### config.mk
export PLATFORM = sky130hd
export DESIGN_NAME = apb_rw_scheduler_flat
export DESIGN_NICKNAME = d
export VERILOG_FILES = /design/src/rtl/apb_rw_scheduler_if.sv /design/src/rtl/apb_rw_scheduler.sv /design/src/flat_wrapper.sv
export SDC_FILE = /design/constraint.sdc
export NUM_CORES = 1
export LEC_CHECK = 0
export CORE_ASPECT_RATIO = 1.1
export CORE_UTILIZATION = 44
export CTS_BUF_LIST = sky130_fd_sc_hd__clkbuf_8
export CTS_CLUSTER_DIAMETER = 100
export DETAILED_ROUTE_END_ITERATION = 8
export PLACE_DENSITY = 0.91
export SLEW_MARGIN = 40
export SYNTH_ARGS = -nofsm -noshare
export SYNTH_HDL_FRONTEND = slang
export SYNTH_SLANG_ARGS = --single-unit
### constraint.sdc
create_clock -name clk -period 2.9 [get_ports clk]
set_input_delay 0.29 -clock clk [delete_from_list [all_inputs] [get_ports clk]]
set_output_delay 0.29 -clock clk [all_outputs]
set_load 0.01 [all_outputs]
### src/rtl/apb_rw_scheduler_if.sv
// Request, response and APB signals of the read/write scheduler grouped as one bundle.
// master = the scheduler itself (drives APB), slave = the AXI-side FIFOs plus the APB target.
interface apb_rw_scheduler_if #(
  parameter int DATAWIDTH  = 32,
  parameter int ADDRWIDTH  = 32,
  parameter int STROBE_LEN = DATAWIDTH / 8,
  parameter int PROT_LEN   = 3
);
  logic                  wr_req_valid;
  logic                  wr_req_ready;
  logic [ADDRWIDTH-1:0]  wr_addr;
  logic [DATAWIDTH-1:0]  wr_data;
  logic [STROBE_LEN-1:0] wr_strb;
  logic [PROT_LEN-1:0]   wr_prot;
  logic                  rd_req_valid;
  logic                  rd_req_ready;
  logic [ADDRWIDTH-1:0]  rd_addr;
  logic [PROT_LEN-1:0]   rd_prot;
  logic                  wr_rsp_valid;
  logic                  wr_rsp_ready;
  logic                  wr_rsp_err;
  logic                  rd_rsp_valid;
  logic                  rd_rsp_ready;
  logic [DATAWIDTH-1:0]  rd_rsp_data;
  logic                  rd_rsp_err;
  logic [ADDRWIDTH-1:0]  paddr;
  logic [DATAWIDTH-1:0]  pwdata;
  logic [STROBE_LEN-1:0] pstrb;
  logic [PROT_LEN-1:0]   pprot;
  logic                  psel;
  logic                  penable;
  logic                  pwrite;
  logic [DATAWIDTH-1:0]  prdata;
  logic                  pready;
  logic                  pslverr;

  modport master (
    input  wr_req_valid, wr_addr, wr_data, wr_strb, wr_prot,
    input  rd_req_valid, rd_addr, rd_prot,
    input  wr_rsp_ready, rd_rsp_ready,
    input  prdata, pready, pslverr,
    output wr_req_ready, rd_req_ready,
    output wr_rsp_valid, wr_rsp_err, rd_rsp_valid, rd_rsp_data, rd_rsp_err,
    output paddr, pwdata, pstrb, pprot, psel, penable, pwrite
  );

  modport slave (
    output wr_req_valid, wr_addr, wr_data, wr_strb, wr_prot,
    output rd_req_valid, rd_addr, rd_prot,
    output wr_rsp_ready, rd_rsp_ready,
    output prdata, pready, pslverr,
    input  wr_req_ready, rd_req_ready,
    input  wr_rsp_valid, wr_rsp_err, rd_rsp_valid, rd_rsp_data, rd_rsp_err,
    input  paddr, pwdata, pstrb, pprot, psel, penable, pwrite
  );
endinterface

### src/rtl/apb_rw_scheduler.sv
// Round-robin sharing of one APB master port between write and read request channels.
// One transfer in flight; APB and response outputs registered, request readies combinational in IDLE.
module apb_rw_scheduler #(
  parameter int DATAWIDTH  = 32,
  parameter int ADDRWIDTH  = 32,
  parameter int STROBE_LEN = DATAWIDTH / 8,
  parameter int PROT_LEN   = 3,
  parameter int TIMEOUT    = 16
) (
  input  logic               clk,
  input  logic               rst,
  apb_rw_scheduler_if.master bus
);
  localparam int CNT_W = $clog2(TIMEOUT);

  typedef enum logic [1:0] {IDLE, SETUP, ACCESS, RESP} state_t;

  state_t                state;
  state_t                next_state;
  logic                  last_wr;
  logic                  is_wr;
  logic [CNT_W-1:0]      cnt;
  logic                  grant_wr;
  logic                  grant_rd;
  logic                  timed_out;
  logic                  access_end;
  logic                  rsp_taken;
  logic [ADDRWIDTH-1:0]  paddr_r;
  logic [DATAWIDTH-1:0]  pwdata_r;
  logic [STROBE_LEN-1:0] pstrb_r;
  logic [PROT_LEN-1:0]   pprot_r;
  logic                  psel_r;
  logic                  penable_r;
  logic                  wr_rsp_valid_r;
  logic                  wr_rsp_err_r;
  logic                  rd_rsp_valid_r;
  logic                  rd_rsp_err_r;
  logic [DATAWIDTH-1:0]  rd_rsp_data_r;

  always_ff @(posedge clk or negedge rst) begin
    if (!rst) state <= IDLE;
    else      state <= next_state;
  end

  // last_wr = 0 means the previous grant went to the read channel
  always_comb begin
    grant_wr   = bus.wr_req_valid && (!bus.rd_req_valid || !last_wr);
    grant_rd   = bus.rd_req_valid && (!bus.wr_req_valid || last_wr);
    timed_out  = !bus.pready && (cnt == CNT_W'(TIMEOUT - 1));
    access_end = bus.pready || timed_out;
    rsp_taken  = is_wr ? bus.wr_rsp_ready : bus.rd_rsp_ready;
    next_state = state;
    case (state)
      IDLE:    if (grant_wr || grant_rd) next_state = SETUP;
      SETUP:   next_state = ACCESS;
      ACCESS:  if (access_end) next_state = RESP;
      RESP:    if (rsp_taken) next_state = IDLE;
      default: next_state = IDLE;
    endcase
  end

  assign bus.wr_req_ready = (state == IDLE) && grant_wr;
  assign bus.rd_req_ready = (state == IDLE) && grant_rd;

  always_ff @(posedge clk or negedge rst) begin
    if (!rst) begin
      last_wr        <= 1'b0;
      is_wr          <= 1'b0;
      cnt            <= '0;
      paddr_r        <= '0;
      pwdata_r       <= '0;
      pstrb_r        <= '0;
      pprot_r        <= '0;
      psel_r         <= 1'b0;
      penable_r      <= 1'b0;
      wr_rsp_valid_r <= 1'b0;
      wr_rsp_err_r   <= 1'b0;
      rd_rsp_valid_r <= 1'b0;
      rd_rsp_err_r   <= 1'b0;
      rd_rsp_data_r  <= '0;
    end else begin
      case (state)
        IDLE: begin
          if (grant_wr || grant_rd) begin
            is_wr     <= grant_wr;
            last_wr   <= grant_wr;
            paddr_r   <= grant_wr ? bus.wr_addr : bus.rd_addr;
            pprot_r   <= grant_wr ? bus.wr_prot : bus.rd_prot;
            pwdata_r  <= grant_wr ? bus.wr_data : '0;
            pstrb_r   <= grant_wr ? bus.wr_strb : '0;
            psel_r    <= 1'b1;
            penable_r <= 1'b0;
          end
        end
        SETUP: begin
          penable_r <= 1'b1;
          cnt       <= '0;
        end
        ACCESS: begin
          if (access_end) begin
            psel_r    <= 1'b0;
            penable_r <= 1'b0;
            if (is_wr) begin
              wr_rsp_valid_r <= 1'b1;
              wr_rsp_err_r   <= timed_out ? 1'b1 : bus.pslverr;
            end else begin
              rd_rsp_valid_r <= 1'b1;
              rd_rsp_err_r   <= timed_out ? 1'b1 : bus.pslverr;
              rd_rsp_data_r  <= timed_out ? '0 : bus.prdata;
            end
          end else begin
            cnt <= cnt + CNT_W'(1);
          end
        end
        RESP: begin
          if (rsp_taken) begin
            wr_rsp_valid_r <= 1'b0;
            rd_rsp_valid_r <= 1'b0;
          end
        end
        default: ;
      endcase
    end
  end

  assign bus.paddr        = paddr_r;
  assign bus.pwdata       = pwdata_r;
  assign bus.pstrb        = pstrb_r;
  assign bus.pprot        = pprot_r;
  assign bus.psel         = psel_r;
  assign bus.penable      = penable_r;
  assign bus.pwrite       = is_wr;
  assign bus.wr_rsp_valid = wr_rsp_valid_r;
  assign bus.wr_rsp_err   = wr_rsp_err_r;
  assign bus.rd_rsp_valid = rd_rsp_valid_r;
  assign bus.rd_rsp_err   = rd_rsp_err_r;
  assign bus.rd_rsp_data  = rd_rsp_data_r;
endmodule
### src/flat_wrapper.sv
// flat-port wrapper written by rule: the top's interface ports become plain ports
module apb_rw_scheduler_flat 
#(
  parameter int DATAWIDTH  = 32,
  parameter int ADDRWIDTH  = 32,
  parameter int STROBE_LEN = DATAWIDTH / 8,
  parameter int PROT_LEN   = 3,
  parameter int TIMEOUT    = 16
)
  (clk, rst, bus_wr_req_valid, bus_wr_addr, bus_wr_data, bus_wr_strb, bus_wr_prot, bus_rd_req_valid, bus_rd_addr, bus_rd_prot, bus_wr_rsp_ready, bus_rd_rsp_ready, bus_prdata, bus_pready, bus_pslverr, bus_wr_req_ready, bus_rd_req_ready, bus_wr_rsp_valid, bus_wr_rsp_err, bus_rd_rsp_valid, bus_rd_rsp_data, bus_rd_rsp_err, bus_paddr, bus_pwdata, bus_pstrb, bus_pprot, bus_psel, bus_penable, bus_pwrite);
  apb_rw_scheduler_if #(.DATAWIDTH(DATAWIDTH), .ADDRWIDTH(ADDRWIDTH), .STROBE_LEN(STROBE_LEN), .PROT_LEN(PROT_LEN)) bus_i ();
  input  logic clk;
  input  logic rst;
  input wire logic [$bits(bus_i.wr_req_valid)-1:0] bus_wr_req_valid;
  input wire logic [$bits(bus_i.wr_addr)-1:0] bus_wr_addr;
  input wire logic [$bits(bus_i.wr_data)-1:0] bus_wr_data;
  input wire logic [$bits(bus_i.wr_strb)-1:0] bus_wr_strb;
  input wire logic [$bits(bus_i.wr_prot)-1:0] bus_wr_prot;
  input wire logic [$bits(bus_i.rd_req_valid)-1:0] bus_rd_req_valid;
  input wire logic [$bits(bus_i.rd_addr)-1:0] bus_rd_addr;
  input wire logic [$bits(bus_i.rd_prot)-1:0] bus_rd_prot;
  input wire logic [$bits(bus_i.wr_rsp_ready)-1:0] bus_wr_rsp_ready;
  input wire logic [$bits(bus_i.rd_rsp_ready)-1:0] bus_rd_rsp_ready;
  input wire logic [$bits(bus_i.prdata)-1:0] bus_prdata;
  input wire logic [$bits(bus_i.pready)-1:0] bus_pready;
  input wire logic [$bits(bus_i.pslverr)-1:0] bus_pslverr;
  output wire logic [$bits(bus_i.wr_req_ready)-1:0] bus_wr_req_ready;
  output wire logic [$bits(bus_i.rd_req_ready)-1:0] bus_rd_req_ready;
  output wire logic [$bits(bus_i.wr_rsp_valid)-1:0] bus_wr_rsp_valid;
  output wire logic [$bits(bus_i.wr_rsp_err)-1:0] bus_wr_rsp_err;
  output wire logic [$bits(bus_i.rd_rsp_valid)-1:0] bus_rd_rsp_valid;
  output wire logic [$bits(bus_i.rd_rsp_data)-1:0] bus_rd_rsp_data;
  output wire logic [$bits(bus_i.rd_rsp_err)-1:0] bus_rd_rsp_err;
  output wire logic [$bits(bus_i.paddr)-1:0] bus_paddr;
  output wire logic [$bits(bus_i.pwdata)-1:0] bus_pwdata;
  output wire logic [$bits(bus_i.pstrb)-1:0] bus_pstrb;
  output wire logic [$bits(bus_i.pprot)-1:0] bus_pprot;
  output wire logic [$bits(bus_i.psel)-1:0] bus_psel;
  output wire logic [$bits(bus_i.penable)-1:0] bus_penable;
  output wire logic [$bits(bus_i.pwrite)-1:0] bus_pwrite;
  assign bus_i.wr_req_valid = bus_wr_req_valid;
  assign bus_i.wr_addr = bus_wr_addr;
  assign bus_i.wr_data = bus_wr_data;
  assign bus_i.wr_strb = bus_wr_strb;
  assign bus_i.wr_prot = bus_wr_prot;
  assign bus_i.rd_req_valid = bus_rd_req_valid;
  assign bus_i.rd_addr = bus_rd_addr;
  assign bus_i.rd_prot = bus_rd_prot;
  assign bus_i.wr_rsp_ready = bus_wr_rsp_ready;
  assign bus_i.rd_rsp_ready = bus_rd_rsp_ready;
  assign bus_i.prdata = bus_prdata;
  assign bus_i.pready = bus_pready;
  assign bus_i.pslverr = bus_pslverr;
  assign bus_wr_req_ready = bus_i.wr_req_ready;
  assign bus_rd_req_ready = bus_i.rd_req_ready;
  assign bus_wr_rsp_valid = bus_i.wr_rsp_valid;
  assign bus_wr_rsp_err = bus_i.wr_rsp_err;
  assign bus_rd_rsp_valid = bus_i.rd_rsp_valid;
  assign bus_rd_rsp_data = bus_i.rd_rsp_data;
  assign bus_rd_rsp_err = bus_i.rd_rsp_err;
  assign bus_paddr = bus_i.paddr;
  assign bus_pwdata = bus_i.pwdata;
  assign bus_pstrb = bus_i.pstrb;
  assign bus_pprot = bus_i.pprot;
  assign bus_psel = bus_i.psel;
  assign bus_penable = bus_i.penable;
  assign bus_pwrite = bus_i.pwrite;
  apb_rw_scheduler #(.DATAWIDTH(DATAWIDTH), .ADDRWIDTH(ADDRWIDTH), .STROBE_LEN(STROBE_LEN), .PROT_LEN(PROT_LEN), .TIMEOUT(TIMEOUT)) u_core (.clk(clk), .rst(rst), .bus(bus_i));
endmodule
Word-level counts from Yosys, hierarchy flattened
Cells that the tools add are included.
{"block": "classes", "n_addsub": 1, "eq_ne": 10, "n_mux": 25, "bitwise_logic": 1, "n_reduce_logical": 27}
{"operator": "32-bit two-way mux", "count": 3}
{"operator": "3-bit AND reduction", "count": 5}
{"operator": "1-bit two-way mux", "count": 10}
{"operator": "4-bit two-way mux", "count": 2}
{"operator": "2-bit by 1-bit != test with 1-bit output (second input constant)", "count": 4}
{"operator": "2-bit case mux with 4 select lines", "count": 1}
{"operator": "4-bit case mux with 2 select lines", "count": 1}
{"operator": "4-bit AND reduction", "count": 2}
{"operator": "2-bit two-way mux", "count": 3}
{"operator": "1-bit case mux with 2 select lines", "count": 3}
{"operator": "2-bit nonzero test", "count": 3}
{"operator": "1-bit logical AND", "count": 5}
{"operator": "4-bit by 1-bit adder with 4-bit output (second input constant)", "count": 1}
{"operator": "2-bit == test (second input constant)", "count": 2}
{"operator": "4-bit == test (second input constant)", "count": 1}
{"operator": "1-bit zero test", "count": 4}
{"operator": "1-bit logical OR", "count": 4}
{"operator": "2-bit != test (second input constant)", "count": 2}
{"operator": "2-bit AND reduction", "count": 2}
{"operator": "3-bit two-way mux", "count": 1}
{"operator": "1-bit case mux with 3 select lines", "count": 1}
{"operator": "3-bit nonzero test", "count": 1}
{"operator": "2-bit by 1-bit == test with 1-bit output (second input constant)", "count": 1}
{"operator": "2-bit zero test", "count": 1}
{"operator": "1-bit inverter", "count": 1}
{"block": "word_totals", "regBits": 116, "in_bits": 146, "output_inout_bits": 112, "elab_cells": 78}

Longest topological paths before layout
{"block": "logic_depth", "depth_word": 6, "depth_mapped": 8, "depth_no_buf": 5}

Worst setup path after synthesis
Ideal clock, no wire load.
{"block": "synth_path", "path_kind": "register to register", "from": "reg u_core.state[0]", "to": "reg u_core.state[1]", "arrival_time_ns": 1.515, "required_time_ns": 2.775, "setup_slack_ns": 1.260, "stages_incl_launch_ff": 6, "n_path_buf": 0, "synth_period_minus_slack_ns": 1.640, "path_cell_list": "dfrtp_1 -> inv_1 -> ha_1 -> nor3b_1 -> a221o_1 -> mux2_4"}
{"block": "synth_via", "elab_chain_cells": 3, "word_cells_on_any_way": 9, "cone_classes": "eq/ne (6); mux (1); reduce/logical (2)"}
{"element": "start: declaration", "line_no": "apb_rw_scheduler.sv:18", "source": "state_t state;"}
{"element": "start signal: assignment", "line_no": "apb_rw_scheduler.sv:42", "source": "else state <= next_state;"}
{"element": "2-bit == test or 2-bit zero test (tied branches)", "line_no": "apb_rw_scheduler.sv:53", "source": "case (state)"}
{"element": "2-bit by 1-bit != test with 1-bit output (no line)"}
{"element": "3-bit AND reduction (no line)"}
Several ways; a longest one is shown, not always the timed one.
A chain may end at the register's enable or synchronous reset.

Worst setup path in the final report
{"block": "layout_path", "from": "reg u_core.state[0]", "to": "out bus_wr_req_ready"}
{"block": "layout_via", "elab_chain_cells": 2}
{"element": "2-bit zero test", "line_no": "apb_rw_scheduler.sv:62", "source": "assign bus.wr_req_ready = (state == IDLE) && grant_wr;"}
{"element": "1-bit logical AND", "line_no": "apb_rw_scheduler.sv:62"}
{"element": "end: declaration", "line_no": "flat_wrapper.sv:27", "source": "output wire logic [$bits(bus_i.wr_req_ready)-1:0] bus_wr_req_ready;"}
No other way between the ends.

==> results.py <==
metrics = {
    "timing": {
        "worst_pin_slew_ns": 0.644,
        "finalSetupViolations": 0,
        "period_needed_ns": 2.45,
        "min_period_over_period": 0.845,
        "setup-tns-final_ns": 0,
        "drv_slew": 0,
        "max_clock_freq_mhz": 408,
        "finalHoldViolations": 0,
        "setup_ws_ns": 0.450,
        "rsz0062_at_grt": "no",
        "fin_worst_skew_ns": 0.0117,
        "slew_headroom": 0.570,
    },
    "floorplan": {
        "die_width_microns": 102,
        "fp-row-count": 39,
        "io_pins": 258,
        "core_sq_um": 10500,
        "die_area_sq_um": 11400,
        "fp.dieH_microns": 112,
        "initial_utilization": 0.457,
    },
    "global_routing": {
        "grt_pass1_wl_microns": 23100,
        "grt_pass1_vias": 4519,
        "antenna_found_initial": 0,
        "grt_max_degree": 76,
        "grt_use_total": 0.272,
        "gr-total-overflow": 0,
    },
    "placed_design": {
        "place.port_buffers": 257,
        "pre_cts_slack_ns": 0.592,
        "dp_hpwl_microns": 11100,
        "placed_cells": 771,
        "globalplace.congestion": 0.841,
        "place_area_sq_um": 7490,
    },
    "pwr": {
        "pwr-share-comb": 0.460,
        "p_switching_w": 0.00284,
        "p_per_area_nw_per_um2": 1020,
        "sequentialPowerShare": 0.356,
        "leakagePower_nw": 3.48,
        "intPower_w": 0.00525,
        "netSwitchingFraction": 0.351,
        "ir_worst_vdd_uv": 613,
        "pwr-share-clk": 0.184,
    },
    "job": {
        "maxCapViolCount": 0,
    },
    "setup_path": {
        "cp.buffers_inverters": 2,
        "cp-start-kind": "flip-flop",
        "worstPathMaxFanout": 5,
        "rr_endpoint": "u_core.bus.rd_rsp_data[19]",
        "critical_path.cell_chain": "inv_1 -> ha_1 -> nand2_1 -> a21oi_4 -> clkdlybuf4s50_1",
        "worst-endpoint-required_ns": 2.61,
        "cp-end-kind": "primary output",
        "reg2reg_from": "u_core.state[0]",
        "critPathSlowestCell": "clkdlybuf4s50_1",
        "crit_path_max_incr_delay_ns": 0.56,
        "arrival_ns": 2.16,
        "rr_worst_depth": 5,
        "cp_top_family": "buffers and inverters",
        "worst-setup-path-type": "reg2out",
        "reg2reg_slack_ns": 0.52,
    },
    "synth": {
        "yosys.area_share.simple": 0.0652,
        "muxShareOfSynthArea": 0.0823,
        "syn_inst": 393,
        "synth_xor_area_frac": 0,
        "synth-adder-area-share": 0.0156,
        "syn_area_sq_um": 4820,
        "ys_ff_latch": 116,
        "synth_compound_area_frac": 0.195,
        "synth.avg_cell_area_sq_um": 12.3,
        "ys_seq_area_frac": 0.602,
        "synth_cell_types": 38,
        "synth_top_family_by_area": "compound AO/OA/AOI/OAI gates",
        "synth_nets": 545,
        "ys_warn_count": 0,
    },
    "clock_tree": {
        "cts_tree": "built",
        "clock-sinks": 116,
        "root_buffer": "clkbuf_8",
        "numCtsBuffers": 17,
        "htreeDepth": 4,
        "hold_buffers": 1,
        "worstSkewPairLatency_ns": 0.44,
        "clockBufferDepth": 2,
        "cts_setup_buffers": 0,
        "cts_resized": 0,
        "path_clk_slew_ns": 0.07,
    },
    "layout": {
        "insertedDiodeCount": 0,
        "final_common_cell": "clkdlybuf4s50_1",
        "drive_gt1_frac": 0.0756,
        "nets": 800,
        "layout_common_cells": "256 x clkdlybuf4s50_1, 116 x dfrtp_1, 62 x a22o_1",
        "area_growth_pct": 63.9,
        "final_area_sq_um": 7900,
        "post-route-util": 0.750,
        "fin_cells": 804,
    },
    "route": {
        "drt-initial-drc-count": 167,
        "vias": 4241,
        "firstDrtPassIters": 6,
        "ant_nets": 0,
        "finalWirelength_microns": 15000,
        "drc": 0,
        "wire_per_inst_microns": 18.6,
        "via_per_inst": 5.27,
    },
    "min_path": {
        "hp-class": "in2async",
    },
    "status": {
        "status": "finished clean",
    },
}
## state kept, by name, summed over array words and instances, names as in the netlist
name                     flops
u_core.bus.paddr            32
u_core.bus.penable           1
u_core.bus.pprot             3
u_core.bus.psel              1
u_core.bus.pstrb             4
u_core.bus.pwdata           32
u_core.bus.rd_rsp_data      32
u_core.bus.rd_rsp_err        1
u_core.bus.rd_rsp_valid      1
u_core.bus.wr_rsp_err        1
u_core.bus.wr_rsp_valid      1
u_core.cnt                   4
u_core.last_wr               1
u_core.state                 2
## layer usage
layer  part of all wire  vias up  global-route usage
li1                   -     1956                   -
met1               0.37     2051               0.293
met2               0.52      203               0.482
met3              0.082       31              0.0898
met4              0.025        0               0.114
met5                  0        -                   0
## synth_stat cells
| master | instances | area (sq um) |
|---|---|---|
| a2111oi_0 | 1 | 8.76 |
| a211oi_1 | 1 | 7.51 |
| a21boi_2 | 1 | 11.3 |
| a21oi_1 | 5 | 25.0 |
| a21oi_2 | 1 | 8.76 |
| a221o_1 | 1 | 10.0 |
| a22o_1 | 62 | 543 |
| a31o_2 | 2 | 17.5 |
| a31oi_1 | 3 | 18.8 |
| a31oi_2 | 1 | 12.5 |
| and2b_1 | 1 | 7.51 |
| and3_1 | 1 | 6.26 |
| buf_2 | 9 | 45.0 |
| buf_4 | 7 | 52.6 |
| buf_6 | 4 | 45.0 |
| clkbuf_1 | 8 | 30.0 |
| dfrtp_1 | 116 | 2900 |
| ha_1 | 6 | 75.1 |
| inv_1 | 5 | 18.8 |
| mux2_2 | 1 | 11.3 |
| mux2_4 | 1 | 15.0 |
| mux2i_1 | 37 | 370 |
| nand2_1 | 47 | 176 |
| nand2_2 | 1 | 6.26 |
| nand2b_1 | 2 | 12.5 |
| nand2b_4 | 1 | 13.8 |
| nand3_1 | 9 | 45.0 |
| nand4_1 | 1 | 6.26 |
| nor2_1 | 2 | 7.51 |
| nor2_4 | 1 | 11.3 |
| nor2b_1 | 1 | 6.26 |
| nor3b_1 | 1 | 7.51 |
| o211ai_1 | 2 | 15.0 |
| o21ai_0 | 42 | 210 |
| o21ai_1 | 5 | 25.0 |
| o21ai_2 | 1 | 8.76 |
| o221ai_1 | 2 | 17.5 |
| or4_1 | 1 | 7.51 |
## how the worst max path moves through the flow
stage,from,end,depth (start not counted)
after floorplan,u_core.state[0],u_core.state[1],5
after global placement,u_core.state[0],u_core.bus.rd_rsp_data[29],5
after detailed placement,u_core.state[0],u_core.bus.rd_rsp_data[19],5
after CTS,u_core.state[0],bus_wr_req_ready,5
after global routing,u_core.state[0],bus_wr_req_ready,5
final,u_core.state[0],bus_wr_req_ready,5
## power groups by stage
stage	Sequential, W	Clock [W]	Combinational (W)
after CTS	0.00287	0.00151	0.00375
after floorplan	0.00313	0	0.00136
after global routing	0.00296	0.00160	0.00397
after detailed placement	0.00288	0	0.00371
final	0.00288	0.00149	0.00372
after global placement	0.00283	0	0.00357
## area by class of cell
cell class	count	area, sq um
Timing Repair Buffer	264	2650
Sequential cell	116	2900
Fill cell	700	2640
Clock inverter	14	154
Tap cell	143	179
Multi-Input combinational cell	244	1750
Clock buffer	18	248
Inverter	5	18.8
## metrics by stage
| step | hold WS, ns | power, W |
|---|---|---|
| 3_3_place_gp | 0.304 | 0.00640 |
| 2_1_floorplan | -0.00559 | 0.00449 |
| 5_1_grt | 0.411 | 0.00853 |
| 6_report | 0.392 | 0.00809 |
| 4_1_cts | 0.377 | 0.00813 |
| 3_5_place_dp | 0.308 | 0.00660 |
## cell families (layout without fill, tap and decap cells)
logic type	after synthesis	after routing
and+or+nand+nor	69	69
DFF	116	116
adders and majority gates	6	6
AOI/OAI and AO/OA	130	130
buffers and inverters	33	301
muxes	39	39
No activity file was read; power rests on OpenSTA's default activity.
